## src/rtl/dmac_xfer_counter_if.sv

```systemverilog
// Strobe/flag bundle between channel_ctrl (master) and the transfer counter (slave).
interface dmac_xfer_counter_if #(
  parameter int CNT_W   = 16,
  parameter int BURST_W = 5
);
  logic [CNT_W-1:0]   cfg_tsize;
  logic [BURST_W-1:0] cfg_bsize;
  logic               t_sel;
  logic               ts_en;
  logic               b_sel;
  logic               burst_en;
  logic               count_en;
  logic               phase_start;
  logic               bsz;
  logic               tsz;
  logic               tslb;
  logic [CNT_W-1:0]   rem_beats;
  logic [BURST_W-1:0] burst_len;
  logic [BURST_W-1:0] beat_cnt;

  modport master (
    output cfg_tsize, cfg_bsize, t_sel, ts_en, b_sel, burst_en, count_en, phase_start,
    input  bsz, tsz, tslb, rem_beats, burst_len, beat_cnt
  );

  modport slave (
    input  cfg_tsize, cfg_bsize, t_sel, ts_en, b_sel, burst_en, count_en, phase_start,
    output bsz, tsz, tslb, rem_beats, burst_len, beat_cnt
  );
endinterface

```

## src/rtl/dmac_xfer_counter.sv

```systemverilog
// Remaining-beat / burst-length / phase-beat bookkeeping for one DMA channel.
// Flags are decoded from registers only, so they trail the causing strobe by one cycle.
module dmac_xfer_counter #(
  parameter int CNT_W   = 16,
  parameter int BURST_W = 5
) (
  input  logic                clk,
  input  logic                rst,
  dmac_xfer_counter_if.slave  bus
);
  localparam int PAD_W = CNT_W - BURST_W;

  logic [CNT_W-1:0]   rem_q,   rem_d;
  logic [BURST_W-1:0] blen_q,  blen_d;
  logic [BURST_W-1:0] beat_q,  beat_d;

  logic [BURST_W-1:0] eff_b;
  logic [CNT_W-1:0]   eff_b_ext;
  logic [CNT_W-1:0]   blen_ext;
  logic [CNT_W-1:0]   bsrc;
  logic               ts_load;
  logic               ts_dec;

  assign eff_b     = (bus.cfg_bsize == '0) ? BURST_W'(1) : bus.cfg_bsize;
  assign eff_b_ext = {{PAD_W{1'b0}}, eff_b};
  assign blen_ext  = {{PAD_W{1'b0}}, blen_q};
  assign ts_load   = bus.ts_en &  bus.t_sel;
  assign ts_dec    = bus.ts_en & ~bus.t_sel;
  // An initial load in the same cycle sizes the first burst from the new total.
  assign bsrc      = ts_load ? bus.cfg_tsize : rem_q;

  always_comb begin
    rem_d = rem_q;
    if (ts_load)
      rem_d = bus.cfg_tsize;
    else if (ts_dec)
      rem_d = (rem_q > blen_ext) ? (rem_q - blen_ext) : '0;
  end

  always_comb begin
    blen_d = blen_q;
    if (bus.burst_en) begin
      if (bus.b_sel)
        blen_d = rem_q[BURST_W-1:0];
      else if (bsrc < eff_b_ext)
        blen_d = bsrc[BURST_W-1:0];
      else
        blen_d = eff_b;
    end
  end

  always_comb begin
    beat_d = beat_q;
    if (bus.count_en && bus.phase_start)
      beat_d = BURST_W'(1);
    else if (bus.burst_en)
      beat_d = '0;
    else if (bus.count_en && (beat_q < blen_q))
      beat_d = beat_q + BURST_W'(1);
  end

  always_ff @(posedge clk or negedge rst) begin
    if (!rst) begin
      rem_q  <= '0;
      blen_q <= '0;
      beat_q <= '0;
    end else begin
      rem_q  <= rem_d;
      blen_q <= blen_d;
      beat_q <= beat_d;
    end
  end

  assign bus.rem_beats = rem_q;
  assign bus.burst_len = blen_q;
  assign bus.beat_cnt  = beat_q;
  assign bus.tsz       = (rem_q == '0);
  assign bus.bsz       = (blen_q != '0) && (beat_q == blen_q);
  assign bus.tslb      = (rem_q != '0) && (rem_q < eff_b_ext);
endmodule

```

## src/flat_wrapper.sv

```systemverilog
// flat-port wrapper written by rule: the top's interface ports become plain ports
module dmac_xfer_counter_flat 
#(
  parameter int CNT_W   = 16,
  parameter int BURST_W = 5
)
  (clk, rst, bus_cfg_tsize, bus_cfg_bsize, bus_t_sel, bus_ts_en, bus_b_sel, bus_burst_en, bus_count_en, bus_phase_start, bus_bsz, bus_tsz, bus_tslb, bus_rem_beats, bus_burst_len, bus_beat_cnt);
  dmac_xfer_counter_if #(.CNT_W(CNT_W), .BURST_W(BURST_W)) bus_i ();
  input  logic clk;
  input  logic rst;
  input wire logic [$bits(bus_i.cfg_tsize)-1:0] bus_cfg_tsize;
  input wire logic [$bits(bus_i.cfg_bsize)-1:0] bus_cfg_bsize;
  input wire logic [$bits(bus_i.t_sel)-1:0] bus_t_sel;
  input wire logic [$bits(bus_i.ts_en)-1:0] bus_ts_en;
  input wire logic [$bits(bus_i.b_sel)-1:0] bus_b_sel;
  input wire logic [$bits(bus_i.burst_en)-1:0] bus_burst_en;
  input wire logic [$bits(bus_i.count_en)-1:0] bus_count_en;
  input wire logic [$bits(bus_i.phase_start)-1:0] bus_phase_start;
  output wire logic [$bits(bus_i.bsz)-1:0] bus_bsz;
  output wire logic [$bits(bus_i.tsz)-1:0] bus_tsz;
  output wire logic [$bits(bus_i.tslb)-1:0] bus_tslb;
  output wire logic [$bits(bus_i.rem_beats)-1:0] bus_rem_beats;
  output wire logic [$bits(bus_i.burst_len)-1:0] bus_burst_len;
  output wire logic [$bits(bus_i.beat_cnt)-1:0] bus_beat_cnt;
  assign bus_i.cfg_tsize = bus_cfg_tsize;
  assign bus_i.cfg_bsize = bus_cfg_bsize;
  assign bus_i.t_sel = bus_t_sel;
  assign bus_i.ts_en = bus_ts_en;
  assign bus_i.b_sel = bus_b_sel;
  assign bus_i.burst_en = bus_burst_en;
  assign bus_i.count_en = bus_count_en;
  assign bus_i.phase_start = bus_phase_start;
  assign bus_bsz = bus_i.bsz;
  assign bus_tsz = bus_i.tsz;
  assign bus_tslb = bus_i.tslb;
  assign bus_rem_beats = bus_i.rem_beats;
  assign bus_burst_len = bus_i.burst_len;
  assign bus_beat_cnt = bus_i.beat_cnt;
  dmac_xfer_counter #(.CNT_W(CNT_W), .BURST_W(BURST_W)) u_core (.clk(clk), .rst(rst), .bus(bus_i));
endmodule
```

## config.mk

```make
export PLATFORM = sky130hd
export DESIGN_NAME = dmac_xfer_counter_flat
export DESIGN_NICKNAME = d
export VERILOG_FILES = /design/src/rtl/dmac_xfer_counter_if.sv /design/src/rtl/dmac_xfer_counter.sv /design/src/flat_wrapper.sv
export SDC_FILE = /design/constraint.sdc
export NUM_CORES = 1
export LEC_CHECK = 0
export ABC_AREA = 1
export CAP_MARGIN = 10
export CORE_ASPECT_RATIO = 0.5
export CORE_MARGIN = 2
export CORE_UTILIZATION = 40
export DETAILED_ROUTE_END_ITERATION = 7
export GPL_ROUTABILITY_DRIVEN = 0
export PLACE_DENSITY = 0.68
export SETUP_SLACK_MARGIN = 0.5
export SKIP_CTS_REPAIR_TIMING = 1
export SLEW_MARGIN = 30
export SYNTH_ARGS = -nofsm -noshare
export SYNTH_HDL_FRONTEND = slang
export SYNTH_SLANG_ARGS = --single-unit
export TNS_END_PERCENT = 20
```

## constraint.sdc

```tcl
create_clock -name clk -period 4.2 [get_ports clk]
set_input_delay 1.05 -clock clk [delete_from_list [all_inputs] [get_ports clk]]
set_output_delay 1.05 -clock clk [all_outputs]
set_load 0.005 [all_outputs]
```

### After elaboration in Yosys (flattened, before gate mapping)

Index checks and enable logic that the tools add are counted.

* input bits: 29
* word-level logic and storage cells: 33
* register bits after elaboration: 26
* output and inout port bits: 29

* eq/ne operators: 1
* bitwise operators: 3
* magnitude comparators: 4
* muxes and demuxes: 10
* reductions and logical operators: 10
* $add $sub $neg: 2

Operator list (number)
* $mux 16: 4
* $lt 16x5->1: 2
* $mux 5: 6
* $gt 16x5->1: 1
* $logic_not 16->1: 1
* $reduce_bool 16->1: 1
* $sub 16x5->16: 1
* $add 5x1->5 const B: 1
* $eq 5x5->1: 1
* $logic_not 5->1: 1
* $lt 5x5->1: 1
* $reduce_bool 5->1: 1
* $logic_and 1x1->1: 4
* $reduce_bool 3->1: 1
* $and 1x1->1: 2
* $reduce_bool 2->1: 1
* $not 1->1: 1

### Depth between registers and ports, before layout

Gate-level depths: netlist (run 1).

* depth in word-level cells: 5
* gate-level depth with buffers: 16
* mapped depth without buffers: 15

### Least setup slack after synthesis (run 1)

OpenSTA, ideal clock, no wires.

* kind: input -> output
* start: input bus_cfg_bsize[3]
* end: output bus_tslb
* required time: 3.150 ns
* buffers on the path: 0
* stages on the path: 5
* path slack: 1.434 ns
* arrival time: 1.716 ns
* cell sequence: inv_1 ha_1 a21oi_1 o21ai_0 a31oi_1

* longest elaborated chain between the ends: 4

Ends and longest elaborated chain
* from (decl): line flat_wrapper.sv:12 `input wire logic [$bits(bus_i.cfg_bsize)-1:0] bus_cfg_bsize;`
* $logic_not 5->1: line dmac_xfer_counter.sv:24 `assign eff_b = (bus.cfg_bsize == '0) ? BURST_W'(1) : bus.cfg_bsize;`
* $mux 5 (*): line dmac_xfer_counter.sv:24
* $lt 16x5->1 (*): line dmac_xfer_counter.sv:79 `assign bus.tslb = (rem_q != '0) && (rem_q < eff_b_ext);`
* $logic_and 1x1->1 (*): line dmac_xfer_counter.sv:79
* to (decl): line flat_wrapper.sv:21 `output wire logic [$bits(bus_i.tslb)-1:0] bus_tslb;`

Mark *: on every way between the ends. The rest lies on a longest branch, timed or not.

### Worst setup path after layout (run 1)

Ends and elaborated chain as after synthesis.

==> impl_summary.txt, run 1 <==
----------------------------------------------------
[Worst setup path]
  Cell count of the worst reg-to-reg path ... 14
  Crit path launch type ... input pin
  Data arrival time of the worst path ... 2.50 ns
  Launch point of the critical path ... bus_cfg_bsize[3]
  Category of the most critical setup path ... in -> out
  Required @ worst endpoint ... 3.15 ns
  Worst reg2reg path endpoint ... u_core.bus.rem_beats[12]$_DFFE_PN0P_
  Worst reg2reg path startpoint ... u_core.bus.rem_beats[0]$_DFFE_PN0P_
  Worst-case register-to-register setup slack ... 1.67 ns
  Worst Path Max Fanout ... 3
  CP Capture Type ... output pin

[STA]
  Final period utilization ... 0.846
  Pins over their slew limit ... 0
  Number of failing hold endpoints at the final stage ... 0
  Setup_tns ... 0 ns
  Maximum achievable frequency ... 281 MHz
  Post-route minimum period ... 3.55 ns
  Final setup margin ... 0.646 ns
  Transition at the pin with the smallest max-transition slack ... 0.369 ns
  Count of final setup violators ... 0
  Slew headroom ... 0.754
  Worst clock skew on the final layout ... 0.00374 ns
  Unrepaired setup endpoints after global routing ... false

[Cells and area]
  Area grow syn2layout ... 32.1%
  Share of layout cells above drive strength 1 ... 0.0500
  Number of antenna cells inserted ... 0
  Number of fill cells ... 528
  NumNets Final ... 430

[Drt]
  First-pass detailed-route iteration total ... 5
  Total length of routed wires ... 6.61 mm
  DRC ... 0
  Mean routed wirelength per cell ... 14.6 um
  ANT nets after route ... 0
  Via Count ... 2347
  Per-cell via count in the routed design ... 5.18
  DR iter-0 viols ... 89

[Die]
  Area of the placeable core ... 5440 um2
  Effective utilization at floorplan ... 0.410
  Number of top-level pins ... 58
  Floorplan die height ... 56.8 um
  Die width ... 110 um
  Number of placement rows ... 19
  Overall die area ... 6230 um2

[Global routing]
  Maximum number of pins on one net before global-route repair ... 27
  Wire length of the first global-routing pass ... 11.1 mm
  Overall overflow remaining after global route ... 0
  Number of antenna violations at the first check in global routing ... 0
  Global routing usage summed across all routing layers ... 0.226
  Via count of the first global-routing pass ... 2411

[Synthesis]
  Post-synth ARST share ... 1.00
  Leading cell types by count after synthesis ... 72 x sky130_fd_sc_hd__nand2_1, 50 x sky130_fd_sc_hd__inv_1, 27 x sky130_fd_sc_hd__nand3_1, 26 x sky130_fd_sc_hd__dfrtp_1, 25 x sky130_fd_sc_hd__nor2_1
  Top post-synthesis cells by area ... sky130_fd_sc_hd__dfrtp_1 29%, sky130_fd_sc_hd__nand2_1 12%, sky130_fd_sc_hd__ha_1 11%, sky130_fd_sc_hd__inv_1 8.4%, sky130_fd_sc_hd__nand3_1 6.1%
  Flops & latches, synth ... 26
  Count of distinct cell types in the synthesized netlist ... 32
  Most frequently used flop master after synthesis ... sky130_fd_sc_hd__dfrtp_1
  Cell Area, Synth ... 2230 um2
  Syn nets ... 369
  Cell count after synthesis ... 320
  Library cell occupying the most area in the post-synthesis netlist ... sky130_fd_sc_hd__dfrtp_1
  Sequential area share after synthesis ... 0.291
  Post-Syn Area per Cell ... 6.98 um2
  Most common cell in the synthesized netlist ... sky130_fd_sc_hd__nand2_1
  Share of the synthesized area in the top cell type ... 0.291
  Number of warnings printed during yosys synthesis ... 0
  Post-synth EDFFs ... 0

[Clock network]
  Clock sink total ... 26
  Clock buffer count from CTS ... 3
  Clk Latency, worst-skew pair ... 0.28 ns
  Clock tree from TritonCTS ... yes
  CTS HTree Levels ... 1
  Clock-pin slew reported for the worst setup and hold paths after clock tree synthesis ... 0.10 ns
  Max Root-Sink Buffers ... 2
  Clock tree root buffer cell ... sky130_fd_sc_hd__clkbuf_8

[Min path]
  Type of the tightest min-delay check ... reg -> reg
  Capture endpoint of the worst hold path ... u_core.bus.burst_len[2]$_DFFE_PN0P_
  Cell count of the worst hold path ... 2
  Startpoint of the lowest-slack hold path ... u_core.bus.burst_len[2]$_DFFE_PN0P_

[Run status]
  Status ... finished clean

[Place]
  Worst slack, placed ... 0.285 ns
  Detailed Place HPWL ... 5.19 mm
  Number of buffers inserted by port buffering ... 57

[Flow run]
  Number of maximum-capacitance constraint violations ... 0

[Power]
  Lkg Pwr ... 1.43 nW
  Pwr dens ... 462 nW/um2
  Maximum ir drop on the vdd rail ... 201 uV

----------------------------------------------------
-- critical path: stages --
cell and delay (ns):
sky130_fd_sc_hd__clkdlybuf4s50_1 0.50, sky130_fd_sc_hd__inv_1 0.08, sky130_fd_sc_hd__ha_1 0.29, sky130_fd_sc_hd__a21oi_1 0.15
sky130_fd_sc_hd__o21ai_0 0.11, sky130_fd_sc_hd__a31oi_1 0.17, sky130_fd_sc_hd__dlymetal6s2s_1 0.15
-- how the worst max path moves through the flow --
stage | slack (ns) | end | cells past startpoint
6_report | 0.65 | bus_tslb | 7
5_1_grt | 0.57 | bus_tslb | 7
3_3_place_gp | 0.36 | bus_tslb | 7
3_5_place_dp | 0.29 | bus_tslb | 7
4_1_cts | 0.28 | bus_tslb | 7
2_1_floorplan | 1.43 | bus_tslb | 5
-- registers in the layout, summed over array words and instances, names as in the netlist --
name and cells:
u_core.bus.burst_len 5, u_core.bus.rem_beats 16, u_core.bus.beat_cnt 5
-- layout by cell type, fill, tap and decap left out, types with 3 or more instances in the layout --
cell,instances
sky130_fd_sc_hd__nand2_1,72
sky130_fd_sc_hd__clkdlybuf4s50_1,56
sky130_fd_sc_hd__inv_1,50
sky130_fd_sc_hd__nand3_1,27
sky130_fd_sc_hd__dfrtp_1,26
sky130_fd_sc_hd__nor2_1,25
sky130_fd_sc_hd__a21oi_1,20
sky130_fd_sc_hd__ha_1,19
sky130_fd_sc_hd__o21ai_0,17
sky130_fd_sc_hd__o21bai_1,9
sky130_fd_sc_hd__nand4_1,6
sky130_fd_sc_hd__xor2_1,6
sky130_fd_sc_hd__nor3_1,5
sky130_fd_sc_hd__o22ai_1,5
sky130_fd_sc_hd__xnor2_1,4
sky130_fd_sc_hd__clkbuf_8,4
sky130_fd_sc_hd__nor4_1,3
sky130_fd_sc_hd__nand3b_1,3
-- metal layers --
| layer | routed length [um] | GRT usage |
|---|---|---|
| met4 | 56 | 0.0434 |
| met1 | 3030 | 0.299 |
| met2 | 3070 | 0.384 |
| met3 | 459 | 0.0441 |
| met5 | 0 | 0 |
-- kinds of logic (layout without fill, tap and decap cells) --
logic type | count (synthesis) | in the layout | synth area share
AND/OR/NAND/NOR | 150 | 150 | 0.306
flip-flops | 26 | 26 | 0.291
XOR/XNOR | 10 | 10 | 0.0392
buffers and inverters | 56 | 116 | 0.0975
AO/OA/AOI/OAI | 58 | 58 | 0.150
adder cells (fa/ha/maj) | 20 | 20 | 0.115
-- metrics by stage --
stage / area, um2 / util / hold WS (ns) / total power (W) / std cells
floorplan: 2230 / - / 0.494 / 0.000867 / 320
global placement: 2890 / 0.531 / 0.501 / 0.00116 / 449
detailed placement: 2890 / 0.531 / 0.530 / 0.00118 / 449
CTS: 2950 / 0.541 / 0.553 / 0.00136 / 453
global route: 2950 / 0.541 / 0.601 / 0.00149 / 453
finish: 2950 / 0.541 / 0.552 / 0.00136 / 453
-- cell type report --
class | instances | area [um2] | share of cell area
multi-input cells | 238 | 1360 | 0.463
flip-flops and latches | 26 | 651 | 0.221
repair buffers | 59 | 588 | 0.199
inverters | 53 | 199 | 0.0675
well taps | 73 | 91.3 | 0.0310
clock buffers | 4 | 55.1 | 0.0187
-- power breakdown --
group | internal (W) | switching (W)
Clock | 0.0000841 | 0.0000855
Combinational | 0.000356 | 0.000410
Sequential | 0.000316 | 0.000110
Note: power is estimated with default switching activity, not from simulation.
==> inputs of run 2 (changes only) <==
PLACE_DENSITY = 0.7   (was 0.68)
clock period = 3 ns   (was 4.2 ns; I/O delays follow)
==> impl_summary.txt, run 2 (synthesized netlist as in run 1, its figures left out) <==
----------------------------------------------------
[Cells and area]
  Commonest non-fill, non-tap cell in the layout ... sky130_fd_sc_hd__nand2_1
  Most frequent cells in the layout ... 69 x sky130_fd_sc_hd__nand2_1, 48 x sky130_fd_sc_hd__clkdlybuf4s50_1, 45 x sky130_fd_sc_hd__inv_1
  NumNets Final ... 443 (+3.0%)
  Finished layout cell area ... 3110 um2 (+5.6%)
  Share of layout cells above drive strength 1 ... 0.128 (+0.0776)
  Area of the multi-input gates ... 1440 um2 (+5.4%)
  Number of flip-flops under the largest register name ... 16 (unchanged)
  Utilization after layout ... 0.572 (+0.0301)
  Area grow syn2layout ... 39.4%
  Footprint of the flip-flops and latches ... 652 um2 (+0.19%)
  Layout Cells excl Fill ... 465 (+2.6%)
  Number of antenna cells inserted ... 0 (unchanged)
  Number of fill cells ... 511 (-3.2%)

[Drt]
  Via Count ... 2462 (+4.9%)
  Per-cell via count in the routed design ... 5.29 (+2.2%)
  First-pass detailed-route iteration total ... 4 (-1)
  DR iter-0 viols ... 115 (+29%)
  ANT nets after route ... 0 (unchanged)
  DRC ... 0 (unchanged)
  Mean routed wirelength per cell ... 14.1 um (-3.2%)
  Total length of routed wires ... 6.57 mm (-0.67%)

[Die]
  Area of the placeable core ... 5440 um2 (unchanged)
  Overall die area ... 6230 um2 (unchanged)
  Floorplan die height ... 56.8 um (unchanged)
  Effective utilization at floorplan ... 0.410 (unchanged)
  Number of top-level pins ... 58 (unchanged)
  Number of placement rows ... 19 (unchanged)
  Die width ... 110 um (unchanged)

[STA]
  Worst clock skew on the final layout ... 0.00490 ns (+0.00116 ns)
  Post-route minimum period ... 2.67 ns
  Pins over their slew limit ... 0 (unchanged)
  Maximum achievable frequency ... 374 MHz
  Number of failing hold endpoints at the final stage ... 0 (unchanged)
  Final period utilization ... 0.891
  Slew headroom ... 0.753 (-0.00134)
  Hold Worst Slack ... 0.533 ns (-0.0189 ns)
  Count of final setup violators ... 0 (unchanged)
  Unrepaired setup endpoints after global routing ... true
  Transition at the pin with the smallest max-transition slack ... 0.370 ns (+0.00121 ns)

[Clock network]
  Clk Latency, worst-skew pair ... 0.28 ns (about the same)
  Clock tree root buffer cell ... sky130_fd_sc_hd__clkbuf_8
  Clock-pin slew reported for the worst setup and hold paths after clock tree synthesis ... 0.09 ns (about the same)
  CTS HTree Levels ... 1 (unchanged)
  Max Root-Sink Buffers ... 2 (unchanged)
  Clock tree from TritonCTS ... yes
  Clock buffer count from CTS ... 3 (unchanged)
  Clock sink total ... 26 (unchanged)

[Worst setup path]
  Data arrival time of the worst path ... 1.92 ns (-0.58 ns)
  Worst Path Max Fanout ... 6 (+3)
  Crit path launch type ... flop
  CP Capture Type ... output pin
  Required @ worst endpoint ... 2.25 ns (-0.90 ns)
  Category of the most critical setup path ... reg -> out

[Place]
  Number of buffers inserted by port buffering ... 57 (unchanged)
  Placed Instances ... 455 (+1.3%)
  Detailed Place HPWL ... 5.11 mm (-1.5%)
  Area of placed instances ... 2940 um2 (+1.6%)

[Flow run]
  Number of maximum-capacitance constraint violations ... 0 (unchanged)

[Power]
  Pwr dens ... 640 nW/um2 (+38%)
  Post-layout power ... 0.00199 W (+46%)
  Lkg Pwr ... 1.54 nW (+8.1%)
  Maximum ir drop on the vdd rail ... 331 uV (+64%)

[Global routing]
  Wire length of the first global-routing pass ... 10.5 mm (-5.2%)
  Number of antenna violations at the first check in global routing ... 0 (unchanged)
  Maximum number of pins on one net before global-route repair ... 27 (unchanged)
  Global routing usage summed across all routing layers ... 0.214 (-0.0117)
  Overall overflow remaining after global route ... 0 (unchanged)
  Via count of the first global-routing pass ... 2277 (-5.6%)

[Run status]
  Status ... finished clean

[Min path]
  Type of the tightest min-delay check ... reg -> reg

----------------------------------------------------
-- run 2: cell types whose count changed in the layout (fill, tap and decap cells not counted), moves of 3 or more --
| cell | change |
|---|---|
| sky130_fd_sc_hd__buf_4 | +12 |
| sky130_fd_sc_hd__clkdlybuf4s50_1 | -8 |
| sky130_fd_sc_hd__dlymetal6s2s_1 | +7 |
| sky130_fd_sc_hd__inv_1 | -5 |
| sky130_fd_sc_hd__inv_2 | +5 |
| sky130_fd_sc_hd__nand2_1 | -3 |
| sky130_fd_sc_hd__nand2_2 | +4 |
-- run 2: worst max-delay path: stages (launching register included) --
cell and delay, ns:
sky130_fd_sc_hd__dfrtp_1 0.48, sky130_fd_sc_hd__nor4_2 0.31, sky130_fd_sc_hd__nand4_1 0.17, sky130_fd_sc_hd__nor2_1 0.17, sky130_fd_sc_hd__clkdlybuf4s50_1 0.52
-- run 2: area by class of cell --
class                      instances  area share
clock buffer                       3      0.0133
timing repair buffer              71       0.222
tap                               73      0.0294
inverter                          53      0.0639
multi-input combinational        239       0.462
sequential                        26       0.209
-- run 2: power breakdown --
part / total (W) / switching, W / internal (W)
clock: 0.000208 / 0.000117 / 0.0000904
sequential: 0.000594 / 0.000149 / 0.000444
combinational: 0.00119 / 0.000627 / 0.000563
-- run 2: path summary, 6_finish.rpt --
check | start | to | slack [ns] | depth (start not counted)
worst max-delay path | u_core.bus.rem_beats[2]$_DFFE_PN0P_ | bus_tsz | 0.33 | 4
worst min-delay path | u_core.bus.burst_len[2]$_DFFE_PN0P_ | u_core.bus.burst_len[2]$_DFFE_PN0P_ | 0.53 | 2
worst max register to register | u_core.bus.rem_beats[0]$_DFFE_PN0P_ | u_core.bus.rem_beats[9]$_DFFE_PN0P_ | 0.45 | 14
worst min register to register | u_core.bus.burst_len[2]$_DFFE_PN0P_ | u_core.bus.burst_len[2]$_DFFE_PN0P_ | 0.53 | 2
max in group asynchronous | rst | u_core.bus.rem_beats[3]$_DFFE_PN0P_ | 1.89 | 2
min in group asynchronous | rst | u_core.bus.rem_beats[7]$_DFFE_PN0P_ | 0.83 | 2
-- run 2: per-layer routing --
| metal | global-route usage | part of all wire | wire (um) |
|---|---|---|---|
| met3 | 0.0407 | 0.062 | 410 |
| met5 | 0 | 0 | 0 |
| met1 | 0.299 | 0.47 | 3060 |
| met2 | 0.345 | 0.46 | 3000 |
| met4 | 0.0452 | 0.014 | 93 |
-- run 2: stage by stage --
stage,worst slack [ns],TNS [ns]
after global placement,-0.239,-0.239
after global routing,0.264,0
after floorplan,0.609,0
after detailed placement,-0.272,-0.272
final,0.328,0
after CTS,-0.276,-0.276
==> inputs of run 3 (changes only) <==
GPL_TIMING_DRIVEN = 0   (was unset)
SKIP_CTS_REPAIR_TIMING = unset   (was 1)
==> impl_summary.txt, run 3 (synthesized netlist as in run 1, its figures left out) <==
----------------------------------------------------
[Run status]
  Status ... finished clean

[Drt]
  Via Count ... 2518 (+2.3%)
  ANT nets after route ... 0 (unchanged)
  DR iter-0 viols ... 154 (+34%)
  Per-cell via count in the routed design ... 5.26 (-0.71%)
  First-pass detailed-route iteration total ... 5 (+1)
  Total length of routed wires ... 7.20 mm (+9.6%)
  DRC ... 0 (unchanged)
  Mean routed wirelength per cell ... 15.0 um (+6.4%)

[Cells and area]
  Most frequent cells in the layout ... 64 x sky130_fd_sc_hd__nand2_1, 46 x sky130_fd_sc_hd__clkdlybuf4s50_1, 44 x sky130_fd_sc_hd__inv_1
  Area grow syn2layout ... 46.4%
  Number of antenna cells inserted ... 0 (unchanged)
  Commonest non-fill, non-tap cell in the layout ... sky130_fd_sc_hd__nand2_1
  NumNets Final ... 456 (+2.9%)
  Number of flip-flops under the largest register name ... 16 (unchanged)
  Share of layout cells above drive strength 1 ... 0.197 (+0.0695)

[Clock network]
  Clock sink total ... 26 (unchanged)
  Clock-pin slew reported for the worst setup and hold paths after clock tree synthesis ... 0.11 ns (+0.02 ns)
  Clock tree from TritonCTS ... yes
  Clock buffer count from CTS ... 3 (unchanged)
  Clock tree root buffer cell ... sky130_fd_sc_hd__clkbuf_8
  CTS HTree Levels ... 1 (unchanged)
  Max Root-Sink Buffers ... 2 (unchanged)
  Clk Latency, worst-skew pair ... 0.28 ns (about the same)

[STA]
  Transition at the pin with the smallest max-transition slack ... 0.613 ns (+0.243 ns)
  Unrepaired setup endpoints after global routing ... true
  Count of final setup violators ... 0 (unchanged)
  Number of failing hold endpoints at the final stage ... 0 (unchanged)
  Final period utilization ... 0.854 (-0.0371)
  Slew headroom ... 0.591 (-0.161)
  Post-route minimum period ... 2.56 ns (-0.111 ns)
  Maximum achievable frequency ... 391 MHz (+4.3%)
  Worst clock skew on the final layout ... 0.0125 ns (+0.00760 ns)
  Setup_tns ... 0 ns (unchanged)
  Pins over their slew limit ... 0 (unchanged)

[Die]
  Effective utilization at floorplan ... 0.410 (unchanged)
  Number of top-level pins ... 58 (unchanged)
  Area of the placeable core ... 5440 um2 (unchanged)
  Floorplan die height ... 56.8 um (unchanged)
  Overall die area ... 6230 um2 (unchanged)
  Die width ... 110 um (unchanged)
  Number of placement rows ... 19 (unchanged)

[Min path]
  Type of the tightest min-delay check ... in -> async

[Global routing]
  Number of antenna violations at the first check in global routing ... 0 (unchanged)
  Via count of the first global-routing pass ... 2517 (+11%)
  Wire length of the first global-routing pass ... 11.4 mm (+8.3%)
  Global routing usage summed across all routing layers ... 0.234 (+0.0197)
  Maximum number of pins on one net before global-route repair ... 27 (unchanged)
  Overall overflow remaining after global route ... 0 (unchanged)

[Worst setup path]
  Crit path launch type ... input pin
  Cell with the biggest individual delay on the critical path ... sky130_fd_sc_hd__dlygate4sd2_1
  Sequence of cells on the critical path ... dlygate4sd2_1 > inv_1 > nand2_2 > buf_6 > buf_4 > buf_4 > buf_4 > buf_4 > buf_4 > buf_4 > buf_6 > nand2_2 > nand2_1 > nand2_1 > nand2_1 > nand2_2 > nand2_4 > nand3_2 > nand3_2 > nand2_1 > nand2_1
  Worst Path Max Fanout ... 6 (unchanged)
  Most frequent cell on the critical path ... sky130_fd_sc_hd__buf_4
  Category of the most critical setup path ... in -> reg
  Combined buffer and inverter count along the critical path ... 10 (+9)
  Data arrival time of the worst path ... 2.75 ns (+0.83 ns)
  Required @ worst endpoint ... 3.19 ns (+0.94 ns)
  Family with the most delay on the worst path ... buffers and inverters
  Max stage delay on crit path ... 0.22 ns (-0.30 ns)
  CP Capture Type ... flop

[Power]
  Lkg Pwr ... 1.59 nW (+2.9%)
  Pwr dens ... 667 nW/um2 (+4.2%)
  Maximum ir drop on the vdd rail ... 330 uV (-0.33%)
  Post-layout power ... 0.00218 W (+9.4%)

[Place]
  Detailed Place HPWL ... 5.16 mm (+0.94%)
  Number of buffers inserted by port buffering ... 57 (unchanged)

[Flow run]
  Number of maximum-capacitance constraint violations ... 0 (unchanged)

----------------------------------------------------
-- run 3: power breakdown --
part	leakage (nW)	switching, W	internal (W)
clock network	0.0357	0.000125	0.000179
logic	1.24	0.000688	0.000613
registers	0.315	0.000127	0.000447
-- run 3: final cells by class --
type	count	area, um2
Sequential cell	26	654
Clock buffer	3	41.3
Multi-Input combinational cell	238	1480
Clock inverter	1	30.0
Fill cell	492	2180
Inverter	53	201
Tap cell	73	91.3
Buffer	3	28.8
Timing Repair Buffer	82	737
-- run 3: final timing paths --
check                                                     from                             endpoint  slack, ns  cells past startpoint
max in group asynchronous                                  rst  u_core.bus.rem_beats[1]$_DFFE_PN0P_       2.10                      1
min reg2reg                 u_core.bus.beat_cnt[2]$_DFFE_PN0P_   u_core.bus.beat_cnt[2]$_DFFE_PN0P_       0.60                      2
max reg2reg                u_core.bus.rem_beats[0]$_DFFE_PN0P_  u_core.bus.rem_beats[9]$_DFFE_PN0P_       0.66                     14
min in group clk            u_core.bus.beat_cnt[2]$_DFFE_PN0P_   u_core.bus.beat_cnt[2]$_DFFE_PN0P_       0.60                      2
max                                           bus_cfg_bsize[0]  u_core.bus.burst_len[2]$_DFFE_PN0P_       0.44                     21
min                                                        rst  u_core.bus.rem_beats[4]$_DFFE_PN0P_       0.46                      1
-- run 3: layer usage --
metal | track usage | vias up | part of all wire
met5 | 0 | - | 0
met4 | 0.0506 | 0 | 0.0092
met3 | 0.0418 | 8 | 0.068
met2 | 0.404 | 104 | 0.48
met1 | 0.305 | 1179 | 0.44
li1 | - | 1227 | -
-- run 3: repair_timing --
item,in CTS,in global routing
hold buffers,0,0
pin swaps,16,13
resized for setup,50,18
buffers inserted,19,6
gates cloned,0,0
setup endpoints to repair,16,23
-- run 3: metrics by stage --
step	worst slack, ns	area (um2)	cells	utilization	hold slack (ns)
CTS	0.429	3160	473	0.581	0.488
floorplan	0.609	2230	320	-	0.454
global route	0.336	3270	479	0.600	0.513
finish	0.439	3270	479	0.600	0.464
global placement	-0.305	2890	450	0.532	0.505
detailed placement	-0.352	2890	450	0.531	0.500
